$ cat config.mk
export PLATFORM = sky130hd
export DESIGN_NAME = camera_send_pic
export DESIGN_NICKNAME = d
export VERILOG_FILES = /design/src/rtl/camera_send_pic_pkg.sv /design/src/rtl/camera_send_pic_rgb565.sv /design/src/rtl/camera_send_pic.sv
export SDC_FILE = /design/constraint.sdc
export NUM_CORES = 1
export LEC_CHECK = 0
export ABC_AREA = 1
export BUFFER_PORTS_ARGS = -buffer_cell sky130_fd_sc_hd__clkbuf_2
export CAP_MARGIN = 20
export CORE_MARGIN = 2
export CORE_UTILIZATION = 38
export CTS_CLUSTER_SIZE = 24
export DETAILED_ROUTE_END_ITERATION = 10
export GPL_TIMING_DRIVEN = 0
export MAX_ROUTING_LAYER = met4
export PLACE_DENSITY = 0.61
export SYNTH_ARGS = -nofsm -noshare
export SYNTH_HDL_FRONTEND = slang
export SYNTH_SLANG_ARGS = --single-unit
export TNS_END_PERCENT = 100
$ cat constraint.sdc
create_clock -name pclk -period 2.1 [get_ports pclk]
set_clock_uncertainty 0.2 [all_clocks]
set_input_delay 0 -clock pclk [delete_from_list [all_inputs] [get_ports pclk]]
set_output_delay 0 -clock pclk [all_outputs]
set_load 0.02 [all_outputs]
$ cat src/rtl/camera_send_pic_pkg.sv
// Timing defaults, address width and FSM state encoding shared by the DVP frame sender.
package camera_send_pic_pkg;

   localparam int DEF_H_ACTIVE = 640;
   localparam int DEF_V_ACTIVE = 480;
   localparam int DEF_H_BLANK  = 144;
   localparam int DEF_VS_LOW   = 16;
   localparam int DEF_V_BACK   = 32;
   localparam int ADDR_W       = 19;

   typedef enum logic [2:0] {
      S_IDLE,
      S_VS_GAP,
      S_V_BACK,
      S_LINE_ACT,
      S_LINE_BLANK
   } state_t;

endpackage

$ cat src/rtl/camera_send_pic_rgb565.sv
// RGB444 -> RGB565 widening by replicating MSBs into the new LSBs; purely combinational.
module rgb444_to_rgb565 (
   input  logic [11:0] rgb444,
   output logic [15:0] rgb565
);

   logic [3:0] r4;
   logic [3:0] g4;
   logic [3:0] b4;

   assign r4 = rgb444[11:8];
   assign g4 = rgb444[7:4];
   assign b4 = rgb444[3:0];

   // Receiver taking [15:12],[10:7],[4:1] gets the original nibbles back.
   assign rgb565 = {r4, r4[3], g4, g4[3:2], b4, b4[3]};

endmodule

$ cat src/rtl/camera_send_pic.sv
// DVP frame sender: streams a buffered RGB444 frame as RGB565 bytes with vsync/href timing.
// Reads are issued two cycles ahead of the high byte; no backpressure, the stream free-runs while en is high.
module camera_send_pic
   import camera_send_pic_pkg::*;
#(
   parameter int H_ACTIVE = DEF_H_ACTIVE,
   parameter int V_ACTIVE = DEF_V_ACTIVE,
   parameter int H_BLANK  = DEF_H_BLANK,
   parameter int VS_LOW   = DEF_VS_LOW,
   parameter int V_BACK   = DEF_V_BACK
) (
   input  logic              pclk,
   input  logic              rst,
   input  logic              en,
   output logic              rd_en,
   output logic [ADDR_W-1:0] rd_addr,
   input  logic [11:0]       rd_data,
   output logic              vsync,
   output logic              href,
   output logic [7:0]        data_out,
   output logic              frame_done
);

   localparam int BYTE_W  = $clog2(2 * H_ACTIVE);
   localparam int LINE_W  = (V_ACTIVE > 1) ? $clog2(V_ACTIVE) : 1;
   localparam int GAP_MX1 = (VS_LOW > V_BACK) ? VS_LOW : V_BACK;
   localparam int GAP_MAX = (GAP_MX1 > H_BLANK) ? GAP_MX1 : H_BLANK;
   localparam int GAP_W   = $clog2(GAP_MAX + 1);

   localparam logic [BYTE_W-1:0] BYTE_LAST = BYTE_W'(2 * H_ACTIVE - 1);
   localparam logic [BYTE_W-1:0] BYTE_PREF = BYTE_W'(2 * H_ACTIVE - 2);
   localparam logic [LINE_W-1:0] LINE_LAST = LINE_W'(V_ACTIVE - 1);
   localparam logic [GAP_W-1:0]  VS_LAST   = GAP_W'(VS_LOW - 1);
   localparam logic [GAP_W-1:0]  VB_LAST   = GAP_W'(V_BACK - 1);
   localparam logic [GAP_W-1:0]  VB_PREF   = GAP_W'(V_BACK - 2);
   localparam logic [GAP_W-1:0]  HB_LAST   = GAP_W'(H_BLANK - 1);
   localparam logic [GAP_W-1:0]  HB_PREF   = GAP_W'(H_BLANK - 2);
   localparam logic [ADDR_W-1:0] ADDR_LAST = ADDR_W'(H_ACTIVE * V_ACTIVE - 1);

   state_t            state, nxt_state;
   logic [GAP_W-1:0]  gap_cnt, nxt_gap;
   logic [BYTE_W-1:0] byte_cnt, nxt_byte;
   logic [LINE_W-1:0] line_cnt, nxt_line;
   logic              frame_end;
   logic              fetch;
   logic [15:0]       rgb565;
   logic [7:0]        lo_byte;

   rgb444_to_rgb565 u_conv (
      .rgb444 (rd_data),
      .rgb565 (rgb565)
   );

   always_comb begin
      nxt_state = state;
      nxt_gap   = gap_cnt;
      nxt_byte  = byte_cnt;
      nxt_line  = line_cnt;
      frame_end = 1'b0;
      case (state)
         S_IDLE: begin
            if (en) begin
               nxt_state = S_VS_GAP;
               nxt_gap   = '0;
            end
         end
         S_VS_GAP: begin
            if (gap_cnt == VS_LAST) begin
               nxt_state = S_V_BACK;
               nxt_gap   = '0;
            end else begin
               nxt_gap = gap_cnt + 1'b1;
            end
         end
         S_V_BACK: begin
            if (gap_cnt == VB_LAST) begin
               nxt_state = S_LINE_ACT;
               nxt_byte  = '0;
               nxt_line  = '0;
            end else begin
               nxt_gap = gap_cnt + 1'b1;
            end
         end
         S_LINE_ACT: begin
            if (byte_cnt == BYTE_LAST) begin
               nxt_byte = '0;
               nxt_gap  = '0;
               if (line_cnt == LINE_LAST) begin
                  frame_end = 1'b1;
                  nxt_line  = '0;
                  nxt_state = en ? S_VS_GAP : S_IDLE;
               end else begin
                  nxt_line  = line_cnt + 1'b1;
                  nxt_state = S_LINE_BLANK;
               end
            end else begin
               nxt_byte = byte_cnt + 1'b1;
            end
         end
         S_LINE_BLANK: begin
            if (gap_cnt == HB_LAST) begin
               nxt_state = S_LINE_ACT;
               nxt_byte  = '0;
            end else begin
               nxt_gap = gap_cnt + 1'b1;
            end
         end
         default: nxt_state = S_IDLE;
      endcase
      // Read strobe lands two cycles before the high byte it feeds.
      fetch = ((nxt_state == S_LINE_ACT) && !nxt_byte[0] && (nxt_byte < BYTE_PREF)) ||
              ((nxt_state == S_V_BACK) && (nxt_gap == VB_PREF)) ||
              ((nxt_state == S_LINE_BLANK) && (nxt_gap == HB_PREF));
   end

   always_ff @(posedge pclk or negedge rst) begin
      if (!rst) begin
         state      <= S_IDLE;
         gap_cnt    <= '0;
         byte_cnt   <= '0;
         line_cnt   <= '0;
         vsync      <= 1'b0;
         href       <= 1'b0;
         data_out   <= '0;
         lo_byte    <= '0;
         rd_en      <= 1'b0;
         rd_addr    <= '0;
         frame_done <= 1'b0;
      end else begin
         state      <= nxt_state;
         gap_cnt    <= nxt_gap;
         byte_cnt   <= nxt_byte;
         line_cnt   <= nxt_line;
         vsync      <= nxt_state inside {S_V_BACK, S_LINE_ACT, S_LINE_BLANK};
         href       <= (nxt_state == S_LINE_ACT);
         rd_en      <= fetch;
         frame_done <= frame_end;
         if (nxt_state == S_VS_GAP) begin
            rd_addr <= '0;
         end else if (rd_en) begin
            rd_addr <= (rd_addr == ADDR_LAST) ? '0 : rd_addr + 1'b1;
         end
         if (nxt_state == S_LINE_ACT) begin
            if (!nxt_byte[0]) begin
               data_out <= rgb565[15:8];
               lo_byte  <= rgb565[7:0];
            end else begin
               data_out <= lo_byte;
            end
         end else begin
            data_out <= '0;
         end
      end
   end

endmodule

; ---- Yosys cells after proc, flatten, opt, wreduce, memory -nomap -nowiden
; Index checks and enable logic that the tools add are counted.
[totals]
mem_bits_rw = 0
elab_cells = 78
output_inout_bits = 31
inputBits = 15
register_bits = 70
n_memories = 0
latch_bits = 0
rom_bits = 0
[op_classes]
div_mod_pow = 0
order_cmp = 1
addsub = 4
bitwise = 1
n_reduce_logical = 13
mul = 0
mux = 30
shifts = 0
n_eq_ne = 18
[op_table]
columns = operator, n
row1 = 2-to-1 mux 19 bit, 3
row2 = 2-to-1 mux 8 bit, 7
row3 = case mux 8 bit (5 select lines), 1
row4 = 2-to-1 mux 11 bit, 3
row5 = case mux 11 bit (3 select lines), 1
row6 = 2-to-1 mux 9 bit, 3
row7 = "adder 19 x 1 -> 19 bit, second input constant", 1
row8 = "equality test 19 bit, second input constant", 1
row9 = 2-to-1 mux 3 bit, 6
row10 = case mux 9 bit (2 select lines), 1
row11 = "equality test 8 x 5 -> 1 bit, second input constant", 2
row12 = "equality test 8 bit, second input constant", 2
row13 = case mux 3 bit (5 select lines), 1
row14 = "equality test 3 x 2 -> 1 bit, second input constant", 4
row15 = "adder 11 x 1 -> 11 bit, second input constant", 1
row16 = "equality test 11 bit, second input constant", 1
row17 = "< comparator 11 bit, second input constant", 1
row18 = "adder 9 x 1 -> 9 bit, second input constant", 1
row19 = "equality test 9 bit, second input constant", 1
row20 = "adder 8 x 1 -> 8 bit, second input constant", 1
row21 = "equality test 8 x 4 -> 1 bit, second input constant", 1
row22 = "equality test 3 x 1 -> 1 bit, second input constant", 2
row23 = "equality test 3 bit, second input constant", 2
row24 = logical AND 1 bit, 4
row25 = 10 further kinds, 16

; ---- Longest topological paths before layout
[logic_depth]
ltp_word = 9
depth_mapped = 15
ltp_nobuf = 15

; ---- Cells and area by module
; Synthesis repeated with hierarchy kept, for this count alone.
[unflattened]
hier_cells = 540
area_unflattened_um2 = 4127.7
[by_module_without_submodules]
columns = mod, n_inst, area_per_inst_um2, seq_area_each_um2, cells_each
row1 = camera_send_pic, 1, 4007.6, 1751.7, 524
row2 = rgb444_to_rgb565, 1, 120.1, 0.0, 16

; ---- Least setup slack after synthesis
; OpenSTA, ideal clock, no wires.
[synth_path]
kind = register to register
start = register rd_addr[0]
end = register rd_addr[18]
arrival_time_ns = 1.648
path_stages_with_launch = 9
setup_time_ns = 0.123
synth_period_minus_slack_ns = 1.971
n_path_buf = 0
required_ns = 1.777
path_slack_ns = 0.129
cell_sequence = dfrtp_1 > ha_1 > nand4_1 > nor3_1 > nand3_1 > nor2_1 > nand4_1 > xor2_1 > nor2_1
[synth_between]
elab_chain_cells = 4
word_cells_on_any_way = 5
cone_classes = add/sub: 1 / eq/ne: 1 / mux: 3
[synth_rtl]
columns = item, line
row1 = from (decl), camera_send_pic.sv:16  ; output logic [ADDR_W-1:0] rd_addr,
row2 = from (signal assigned), camera_send_pic.sv:141  ; rd_addr <= (rd_addr == ADDR_LAST) ? '0 : rd_addr + 1'b1;
row3 = adder 19 x 1 -> 19 bit / equality test 19 bit (equally long branches), camera_send_pic.sv:141
row4 = 2-to-1 mux 19 bit *, camera_send_pic.sv:141
row5 = 2-to-1 mux 19 bit *, camera_send_pic.sv:140  ; end else if (rd_en) begin
row6 = 2-to-1 mux 19 bit *, camera_send_pic.sv:138  ; if (nxt_state == S_VS_GAP) begin
; Every way passes the cells marked *; elsewhere a longest branch is shown, timed or not. The select of a mux whose other input is x is not followed.
; A chain may end at the register's enable or synchronous reset.

; ---- Final worst setup path
[layout_path]
start = register gap_cnt[0]
end = register rd_en
[layout_between]
word_cells_on_any_way = 30
cone_classes = add/sub: 1 / order compare: 1 / eq/ne: 8 / mux: 13 / reduce/logical: 7
[layout_lines]
columns = item, line
row1 = from (decl), camera_send_pic.sv:41  ; logic [GAP_W-1:0] gap_cnt, nxt_gap;
row2 = from (signal assigned), camera_send_pic.sv:131  ; gap_cnt <= nxt_gap;
row3 = "adder 8 x 1 -> 8 bit, or another cell as far along", "camera_send_pic.sv:72, camera_send_pic.sv:81, camera_send_pic.sv:105"
row4 = 2-to-1 mux 8 bit (on tied branches), "camera_send_pic.sv:101, camera_send_pic.sv:68, camera_send_pic.sv:76"
row5 = case mux 8 bit (5 select lines) *, camera_send_pic.sv:60  ; case (state)
row6 = via nxt_gap[1], camera_send_pic.sv:41
row7 = equality test 8 x 5 -> 1 bit, camera_send_pic.sv:112  ; ((nxt_state == S_V_BACK) && (nxt_gap == VB_PREF)) ||
row8 = logical AND 1 bit, camera_send_pic.sv:112
row9 = logical OR 1 bit, camera_send_pic.sv:111  ; fetch = ((nxt_state == S_LINE_ACT) && !nxt_byte[0] && (nxt_byte < BYTE_PREF)) ||
row10 = logical OR 1 bit *, camera_send_pic.sv:112
row11 = via fetch, camera_send_pic.sv:45  ; logic fetch;
row12 = to (signal assigned), camera_send_pic.sv:136  ; rd_en <= fetch;
row13 = to (decl), camera_send_pic.sv:15  ; output logic rd_en,
; Mark *: on every way through the listed nets, which the timed path passes. The rest lies on a longest branch.

==> results.toml <==
[placement]
dp_slack_ns = -0.316
gp_congestion = 0.901
hpwl_um = 6400
portBuffers = 45
post_dp_cell_area_um2 = 4260

[global_routing]
grt_overflow_total = 0
grt_pass1_vias = 3586
grt_use_total_pct = 18.8
grt_first_pass_wirelength_um = 16500
grt_max_degree = 49
antenna_found_initial = 0

[pwr]
irDropWorstVdd_v = 0.000444
seqPwrFrac_pct = 53.2
clkPwrFrac_pct = 42.5
swShare_pct = 22.2
power_density_nw_per_um2 = 480
comb_power_share_pct = 4.3
p_switching_mw = 0.564
leakage_nw = 2.71
p_int_mw = 1.97

[worst_setup_path]
end_kind = "flip-flop"
crit_required_ns = 2.18
critPathArrivalTime_ns = 2.26
path_class = "flip-flop to flip-flop"
crit_path_start_kind = "flip-flop"
crit_fanout = 5
reg2reg_depth = 15

[sta]
rsz0062_at_grt = "yes"
setup_viol = 16
worst_slack_ns = -0.0821
slew_viol_final = 0
fin_crit_sh_pct = 104
fmax_ghz = 0.458
tightest_slew_ns = 0.938
min_period_ns = 2.18
finalHoldViolCount = 0
maxSlewHeadroom_pct = 37.3

[status]
outcome = "finished, violations left"
violations = "setup timing"

[floorplanning]
coreArea_um2 = 9770
die_area_um2 = 10900
die_h_um = 104
dieWidth_um = 104
rows = 36
initial_core_util_pct = 39.2
io_pins = 46

[drt]
viasPerCell = 4.89
wl_per_cell_um = 13.1
drt-initial-drc-count = 186
antenna_left = 0
routed-via-count = 3723
drc_errors = 0
firstDrtPassIters = 5
wirelength_um = 9990

[synth]
syn_avg_cell_area_um2 = 7.50
ys_warn_count = 0
synth_nets = 530
ys_async_sr_fraction_pct = 100
netlist.area_leader.share_pct = 45.0
yosysMostFrequentCell = "nand2_1"
synth_top_cell_by_area = "dfrtp_1"
synth_seq_area_share_pct = 45.0
ys_types = 38
synthFlopType = "dfrtp_1"
ys_top_cells_by_count = "137 x nand2_1, 69 x dfrtp_1, 68 x nor2_1"
synth_edf_count = 0
synth-seq-cells = 69
netlist_top_cells_area = "dfrtp_1 45%, nand2_1 13%, nor2_1 6.7%, inv_1 6.4%, nand3_1 5.0%"
synth_cells = 511
syn_area_um2 = 3830

[clock_tree]
cts_tree = "yes"
clock-sinks = 69
worstSkewPairLatency_ns = 0.34
cts_buffer_depth = 2
cts_made_buffers = 9
htreeDepth = 3
cts-root-buf = "clkbuf_8"
cts.clk_slew.worst_paths_ns = 0.07

[cells_and_area]
multi_input_area_um2 = 2130
n_antenna_cell = 0
final_area_um2 = 5280
register_area_um2 = 1730
layout-drive-gt1-share_pct = 31.5
nFillCells = 931
area_growth_pct = 37.8
nets = 643

[job]
drv_cap = 0

[worst_hold_path]
worstHoldPathType = "input pin to asynchronous set/reset pin"
==> final cells by class <==
cell class | instances | area share [%]
Clock buffer | 12 | 2.75
Sequential cell | 69 | 32.8
Tap cell | 133 | 3.15
Timing Repair Buffer | 101 | 14.0
Clock inverter | 4 | 0.900
Inverter | 71 | 5.09
Multi-Input combinational cell | 366 | 40.2
Buffer | 6 | 1.07
==> through the flow <==
| step | utilization (%) | hold WS (ns) | std cells | setup TNS (ns) | total power, mW |
|---|---|---|---|---|---|
| floorplan | - | -0.496 | 511 | 0 | 1.39 |
| finish | 54.0 | 0.0415 | 762 | -0.684 | 2.53 |
| detailed placement | 43.5 | -0.239 | 690 | -8.46 | 1.45 |
| CTS | 49.9 | 0.0384 | 738 | -1.06 | 2.56 |
| global route | 54.0 | 0.0395 | 762 | -3.00 | 2.64 |
| global placement | 43.2 | 0.0138 | 689 | -6.51 | 1.44 |
==> power by group through the flow <==
| stage | clock network (mW) | logic (mW) | registers, mW |
|---|---|---|---|
| after floorplan | 0 | 0.0115 | 1.38 |
| after global placement | 0 | 0.0725 | 1.37 |
| after detailed placement | 0 | 0.0801 | 1.37 |
| after CTS | 1.11 | 0.105 | 1.35 |
| after global routing | 1.17 | 0.122 | 1.35 |
| final | 1.08 | 0.109 | 1.35 |
==> kinds of logic after synthesis <==
| logic type | Yosys count | share of synthesized area (%) |
|---|---|---|
| DFF | 69 | 45.0 |
| buffers and inverters | 77 | 8.09 |
| xor gates and xnor gates | 11 | 2.51 |
| AOI/OAI and AO/OA | 53 | 7.60 |
| and+or+nand+nor | 297 | 35.4 |
| adders and majority gates | 4 | 1.31 |
==> placed cells by master, fill, tap and decap left out, drive strengths merged, types with 11 or more instances in the layout <==
| cell | netlist | final |
|---|---|---|
| dlygate4sd3 | 0 | 15 |
| clkbuf | 1 | 58 |
| nor3 | 11 | 11 |
| inv | 71 | 71 |
| dfrtp | 69 | 69 |
| o21ai | 25 | 25 |
| nand2 | 143 | 143 |
| nand4 | 16 | 16 |
| nor2 | 73 | 73 |
| nand3 | 44 | 45 |
| a21oi | 18 | 18 |
| buf | 5 | 46 |
==> flip-flops by register name (all words and copies together) (netlist names) <==
name,cells
gap_cnt,8
rd_addr,19
state,3
href,1
lo_byte,7
vsync,1
frame_done,1
line_cnt,9
rd_en,1
data_out,8
byte_cnt,11
==> path summary, 6_finish.rpt <==
| path | from | endpoint | slack (ns) |
|---|---|---|---|
| max in group asynchronous | rst | byte_cnt[1] | 0.34 |
| max reg2reg | gap_cnt[0] | rd_en | -0.08 |
| min reg2reg | line_cnt[8] | line_cnt[8] | 0.28 |
| min in group pclk | rd_data[0] | lo_byte[1] | 0.21 |
| max | gap_cnt[0] | rd_en | -0.08 |
| min | rst | gap_cnt[5] | 0.04 |
==> per-layer routing <==
layer | vias to the layer above | part of all wire [%] | wire length, um | global-route usage, %
li1 | 1877 | - | - | -
met1 | 1776 | 46 | 4600 | 23.6
met2 | 60 | 50 | 4990 | 30.8
met3 | 10 | 2.7 | 274 | 3.88
met4 | 0 | 1.3 | 129 | 5.41
met5 | - | 0 | 0 | -
==> critical path, cell delays in order, from the launching register on <==
cell and delay (ns):
dfrtp_1 0.40, ha_4 0.18, nand2_4 0.06, nor2_4 0.21, buf_6 0.14, nand3_4 0.10, buf_6 0.15, nand2_4 0.05
inv_2 0.03, nand4_1 0.10, nand2_1 0.07, nand2_1 0.09, nand2_1 0.07, nor2_2 0.15, nand2_1 0.07, nand2_1 0.06
==> repair_timing <==
item / 4_1_cts / 5_1_grt
gates resized for setup: 50 / 61
hold buffers: 15 / 0
pin swaps: 13 / 28
buffers inserted: 15 / 22
endpoints found under the setup margin: 43 / 44
gates cloned: 2 / 2
endpoints found under the hold margin: 86 / 0
(Power assumes the default switching activity.)
